File: src/rtl/mdu_hilo.sv
// mdu_hilo: MIPS-style multiply/divide unit with HI/LO result registers.
// Multiply takes MUL_CYCLES cycles; divide is radix-2 restoring, one quotient bit per cycle.
// Optional feature macro MDU_MADD_EN enables the MADD/MSUB accumulate into {HI,LO}.
module mdu_hilo #(
    parameter int W          = 32,
    parameter int MUL_CYCLES = 2
) (
    input  logic         clk,
    input  logic         rst,
    input  logic         op_valid,
    output logic         op_ready,
    input  logic [2:0]   op_code,
    input  logic [W-1:0] src_a,
    input  logic [W-1:0] src_b,
    input  logic         cancel,
    output logic         busy,
    output logic         done,
    output logic         div_by_zero,
    output logic [W-1:0] hi,
    output logic [W-1:0] lo
);

    localparam logic [2:0] OP_MULT  = 3'b000;
    localparam logic [2:0] OP_MULTU = 3'b001;
    localparam logic [2:0] OP_DIV   = 3'b010;
    localparam logic [2:0] OP_DIVU  = 3'b011;
    localparam logic [2:0] OP_MTHI  = 3'b100;
    localparam logic [2:0] OP_MTLO  = 3'b101;
    localparam logic [2:0] OP_MADD  = 3'b110;
    localparam logic [2:0] OP_MSUB  = 3'b111;

    localparam int CNT_MAX = (W > MUL_CYCLES) ? W : MUL_CYCLES;
    localparam int CNT_W   = $clog2(CNT_MAX + 1);

    typedef enum logic [1:0] {IDLE, MUL, DIV} state_t;

    state_t             r_state, w_state_nxt;
    logic [CNT_W-1:0]   r_cnt;
    logic [W-1:0]       r_hi, r_lo;
    logic               r_done, r_dbz;

    // Latched operands and divider working registers
    logic [W-1:0]       r_a, r_b;
    logic               r_sgn;
    logic [W-1:0]       r_quo, r_rem, r_dvs;
    logic               r_neg_q, r_neg_r, r_dz;
`ifdef MDU_MADD_EN
    logic               r_acc, r_sub;
`endif

    logic               w_accept, w_is_mul, w_is_div, w_sgn;
    logic               w_mul_last, w_div_last;
    logic [2*W-1:0]     w_ma, w_mb, w_prod, w_mul_res;
    logic [W:0]         w_rem_sh, w_trial;
    logic               w_qbit;
    logic [W-1:0]       w_rem_nxt, w_quo_nxt, w_q_fin, w_r_fin;

    // Magnitude of a value, treated as two's complement only when sgn is set
    function automatic logic [W-1:0] f_mag(input logic [W-1:0] v, input logic sgn);
        return (sgn && v[W-1]) ? -v : v;
    endfunction

    assign op_ready    = (r_state == IDLE);
    assign busy        = (r_state != IDLE);
    assign done        = r_done;
    assign div_by_zero = r_dbz;
    assign hi          = r_hi;
    assign lo          = r_lo;

    assign w_accept   = op_valid && (r_state == IDLE) && !cancel;
    assign w_is_div   = (op_code == OP_DIV) || (op_code == OP_DIVU);
`ifdef MDU_MADD_EN
    assign w_is_mul   = (op_code == OP_MULT) || (op_code == OP_MULTU) ||
                        (op_code == OP_MADD) || (op_code == OP_MSUB);
`else
    assign w_is_mul   = (op_code == OP_MULT) || (op_code == OP_MULTU);
`endif
    // MADD/MSUB are signed; otherwise bit 0 selects the unsigned variant
    assign w_sgn      = op_code[2] | ~op_code[0];
    assign w_mul_last = (r_state == MUL) && (r_cnt == CNT_W'(MUL_CYCLES - 1));
    assign w_div_last = (r_state == DIV) && (r_cnt == CNT_W'(W - 1));

    // Low 2W bits of the product are the same for signed and unsigned once operands are extended
    assign w_ma   = {{W{r_sgn & r_a[W-1]}}, r_a};
    assign w_mb   = {{W{r_sgn & r_b[W-1]}}, r_b};
    assign w_prod = w_ma * w_mb;
`ifdef MDU_MADD_EN
    assign w_mul_res = !r_acc ? w_prod :
                       (r_sub ? ({r_hi, r_lo} - w_prod) : ({r_hi, r_lo} + w_prod));
`else
    assign w_mul_res = w_prod;
`endif

    // One restoring step: shift in the next dividend bit, subtract if it fits
    assign w_rem_sh  = {r_rem, r_quo[W-1]};
    assign w_trial   = w_rem_sh - {1'b0, r_dvs};
    assign w_qbit    = ~w_trial[W];
    assign w_rem_nxt = w_qbit ? w_trial[W-1:0] : w_rem_sh[W-1:0];
    assign w_quo_nxt = {r_quo[W-2:0], w_qbit};
    assign w_q_fin   = r_neg_q ? -w_quo_nxt : w_quo_nxt;
    assign w_r_fin   = r_neg_r ? -w_rem_nxt : w_rem_nxt;

    // Next-state logic; cancel returns a busy unit to IDLE without a result
    always_comb begin
        w_state_nxt = r_state;
        case (r_state)
            IDLE: if (w_accept) begin
                if (w_is_mul)      w_state_nxt = MUL;
                else if (w_is_div) w_state_nxt = DIV;
            end
            MUL:  if (cancel || w_mul_last) w_state_nxt = IDLE;
            DIV:  if (cancel || w_div_last) w_state_nxt = IDLE;
            default: w_state_nxt = IDLE;
        endcase
    end

    // State register
    always_ff @(posedge clk) begin
        if (rst) r_state <= IDLE;
        else     r_state <= w_state_nxt;
    end

    // Cycle counter, restarts on every state change
    always_ff @(posedge clk) begin
        if (rst)                        r_cnt <= '0;
        else if (w_state_nxt != r_state) r_cnt <= '0;
        else if (r_state != IDLE)        r_cnt <= r_cnt + CNT_W'(1);
    end

    // Operand capture at acceptance and divider iteration
    always_ff @(posedge clk) begin
        if (w_accept) begin
            r_a     <= src_a;
            r_b     <= src_b;
            r_sgn   <= w_sgn;
            r_quo   <= f_mag(src_a, w_sgn);
            r_dvs   <= f_mag(src_b, w_sgn);
            r_rem   <= '0;
            r_neg_q <= w_sgn & (src_a[W-1] ^ src_b[W-1]);
            r_neg_r <= w_sgn & src_a[W-1];
            r_dz    <= (src_b == '0);
`ifdef MDU_MADD_EN
            r_acc   <= op_code[2];
            r_sub   <= op_code[0];
`endif
        end else if (r_state == DIV) begin
            r_quo <= w_quo_nxt;
            r_rem <= w_rem_nxt;
        end
    end

    // HI/LO update and the one-cycle done / div_by_zero pulses
    always_ff @(posedge clk) begin
        if (rst) begin
            r_hi   <= '0;
            r_lo   <= '0;
            r_done <= 1'b0;
            r_dbz  <= 1'b0;
        end else begin
            r_done <= 1'b0;
            r_dbz  <= 1'b0;
            case (r_state)
                IDLE: if (w_accept) begin
                    case (op_code)
                        OP_MTHI: begin r_hi <= src_a; r_done <= 1'b1; end
                        OP_MTLO: begin r_lo <= src_a; r_done <= 1'b1; end
`ifndef MDU_MADD_EN
                        OP_MADD, OP_MSUB: r_done <= 1'b1;
`endif
                        default: ;
                    endcase
                end
                MUL: if (!cancel && w_mul_last) begin
                    {r_hi, r_lo} <= w_mul_res;
                    r_done       <= 1'b1;
                end
                DIV: if (!cancel && w_div_last) begin
                    r_lo   <= w_q_fin;
                    r_hi   <= w_r_fin;
                    r_done <= 1'b1;
                    r_dbz  <= r_dz;
                end
                default: ;
            endcase
        end
    end

endmodule

File: config.mk
export PLATFORM = sky130hd
export DESIGN_NAME = mdu_hilo
export DESIGN_NICKNAME = d
export VERILOG_FILES = /design/src/rtl/mdu_hilo.sv
export SDC_FILE = /design/constraint.sdc
export NUM_CORES = 2
export LEC_CHECK = 0
export CELL_PAD_IN_SITES_DETAIL_PLACEMENT = 1
export CELL_PAD_IN_SITES_GLOBAL_PLACEMENT = 1
export CORE_UTILIZATION = 25
export CTS_BUF_LIST = sky130_fd_sc_hd__clkbuf_4
export DETAILED_ROUTE_END_ITERATION = 7
export GPL_ROUTABILITY_DRIVEN = 1
export MAX_ROUTING_LAYER = met4
export PLACE_DENSITY_LB_ADDON = 0.1
export REMOVE_ABC_BUFFERS = 1
export SLEW_MARGIN = 10
export SYNTH_ARGS = -nofsm -noshare
export SYNTH_HDL_FRONTEND = slang
export SYNTH_SLANG_ARGS = --single-unit
File: constraint.sdc
create_clock -name clk -period 26.5 [get_ports clk]
set_clock_uncertainty 0.15 [all_clocks]
set_input_delay 7.95 -clock clk [delete_from_list [all_inputs] [get_ports clk]]
set_output_delay 7.95 -clock clk [all_outputs]
set_load 0.005 [all_outputs]
==> results.ini <==
[outcome]
status = finished, final reports clean

[timing]
finalHoldViolations = 0
tightest_slew_ns = 1.03
period_share = 0.415
slew_violations = 0
fin_crit_ns = 10.99
rsz0062_at_grt = false
setup_tns_ns = 0
relSlewSlack = 0.311
fmax_ghz = 0.0910
setup_viol = 0

[die]
coreArea_mm2 = 0.207
fp.dieArea_mm2 = 0.210
die_w_um = 459
rows = 167
initial_core_util = 0.252
die_h_um = 459
io_pins = 139

[yosys]
synth_top_family_by_area = adder cells
synth_xor_xnor_area_share = 0.0376
async_flop_share = 0
synth.distinct_cells = 89
yosysWarnings = 0
synth_area_mm2 = 0.0522
synth-compound-area-share = 0.0801
ys_seq_elements = 237
synth_edf_count = 131
synth_fa_ha_area_frac = 0.493
synthCells = 5777
ys.flop_type = edfxtp_1
synth_mux_area_frac = 0.00463
synthSimpleGateAreaFrac = 0.160
synth.yosys.seq_area_share = 0.116
avgSynthCellArea_um2 = 9.03

[placement]
place.gp.congestion = 0.821
hpwlAfterDp_um = 159000
port_buffers = 138

[worst_hold_path]
min_path_type = reg -> reg

[clock_tree]
clk_pin_slew_ns = 0.07
cts_hold_buffers = 0
post_cts_buffers = 0
tritoncts = built
cts_buffers = 77
clkLatencyLatePin_ns = 0.81
cts_max_level = 3
clock-sinks = 237
cts_buffer_depth = 3
cts_resized = 0
clockRootBuffer = clkbuf_4

[routing]
vias_per_cell = 4.54
drt-wirelength-per-cell_um = 22.5
wl_um = 195000
antenna_left = 0
via_count = 39300
drc = 0
drt_iter0_markers = 1739
drt_pass1_iterations = 5

[setup_path]
worst_path_largest_cell_delay_ns = 0.80
crit_family = adder cells
cpMostUsedCell = fa_1
required_ns = 27.02
end_kind = register
start_kind = register
path_class = reg -> reg
cp.arrival_ns = 11.51
cp_max_fo = 12
critPathBufInv = 7
cpMaxStageDelayCell = edfxtp_1

[final_layout]
drive_gt1_frac = 0.0469
syn2layout_area_growth_pct = 10.6
final_cell_mix = inv_1 (1184), fa_1 (1126), nand2_1 (888)
nNetsFinal = 7231
fillers = 24200
final_common_cell = inv_1

[global_routing]
grt_overflow = 0
grt_max_degree = 75
antenna_found_initial = 28
grt_pass1_wl_um = 299000
track_usage = 0.196
grt_pass1_vias = 44300

[job]
maxCapViolations = 0

layer usage:
metal	vias up	GRT usage	share of wire
li1	17800	-	-
met1	21000	0.266	0.47
met2	422	0.327	0.49
met3	119	0.0108	0.022
met4	0	0.0326	0.017
met5	-	-	0
flip-flops by register name (all words and copies together) (netlist names):
name / cells
hi: 32
lo: 32
r_a: 32
r_b: 32
r_quo: 32
r_rem: 32
r_dvs: 31
r_cnt: 6
r_state: 2
div_by_zero: 1
done: 1
r_dz: 1
r_neg_q: 1
r_neg_r: 1
r_sgn: 1
worst register-to-register path: cells and delay by family, from the launching register on:
family | cells | cell delay [ns]
adder cells (fa/ha/maj) | 9 | 4.72
AO/OA/AOI/OAI | 11 | 3.21
buffers and inverters | 7 | 1.28
flip-flops | 1 | 0.80
AND/OR/NAND/NOR | 3 | 0.51
XOR/XNOR | 1 | 0.22
area by class of cell:
type | instances | area, um2 | area share
multi-input combinational | 4047 | 40500 | 0.702
sequential | 237 | 6060 | 0.105
inverter | 1188 | 4460 | 0.0774
tap | 2788 | 3490 | 0.0605
timing repair buffer | 228 | 2050 | 0.0356
clock buffer | 131 | 983 | 0.0170
clock inverter | 12 | 98.8 | 0.00171
antenna | 22 | 55.1 | 0.000954
worst paths after layout:
path | depth (start not counted) | to | slack [ns] | startpoint
max reg2reg | 31 | hi[30] | 15.51 | r_sgn
min reg2reg | 2 | hi[6] | 0.31 | hi[6]
min | 2 | hi[6] | 0.31 | hi[6]
max | 31 | hi[30] | 15.51 | r_sgn
kinds of logic (layout without fill, tap and decap cells):
family,Yosys count,after routing
adder cells (fa/ha/maj),1381,1381
flip-flops,237,237
AND/OR/NAND/NOR,1788,1788
AO/OA/AOI/OAI,630,630
other,0,22
XOR/XNOR,224,224
buffers and inverters,1493,1559
multiplexers,24,24
Yosys cell counts (6+ instances only):
cell type  instances  area share
a2111oi_0         15      0.0025
a211oi_1          46      0.0066
a21o_1            45      0.0065
a21oi_1          182       0.017
a221o_1            6      0.0012
a221oi_1          37      0.0062
a311oi_1          14      0.0024
a31oi_1           20      0.0024
and2_1           354       0.042
and3_1            40      0.0048
and4_1             6      0.0010
buf_2              8     0.00077
clkbuf_1         290       0.021
dfxtp_1          106       0.041
edfxtp_1         131       0.075
fa_1            1126        0.43
ha_1             255       0.061
inv_1           1184       0.085
mux2i_1           23      0.0044
nand2_1          888       0.064
nand2b_1          26      0.0031
nand3_1           42      0.0040
nand3b_1          12      0.0017
nand4_1           15      0.0018
nor2_1           238       0.017
nor2b_1           13      0.0016
nor3_1            53      0.0051
nor4_1            15      0.0018
o211ai_1          18      0.0026
o21a_1            13      0.0019
o21ai_0          114       0.011
o21ai_1           15      0.0014
o21bai_1           6     0.00086
o31ai_1           22      0.0032
o41ai_1           19      0.0032
or2_2             18      0.0022
or3_1             29      0.0035
or4_1             12      0.0017
xnor2_1          133       0.022
xor2_1            91       0.015
per-stage QoR:
| stage | util | hold WS [ns] | setup WS [ns] | area, um2 | std cells |
|---|---|---|---|---|---|
| finish | 0.278 | 0.312 | 15.51 | 57700 | 8653 |
| global placement | 0.273 | 0.301 | 14.67 | 56600 | 8488 |
| detailed placement | 0.273 | 0.311 | 14.74 | 56600 | 8488 |
| CTS | 0.278 | 0.319 | 15.29 | 57600 | 8631 |
| global route | 0.278 | 0.344 | 14.70 | 57700 | 8643 |
| floorplan | - | 0.292 | 15.77 | 51000 | 5472 |
Power is left out: the tool's default activity adds up to more than one toggle a clock period on the data nets, which glitch-free logic cannot reach.
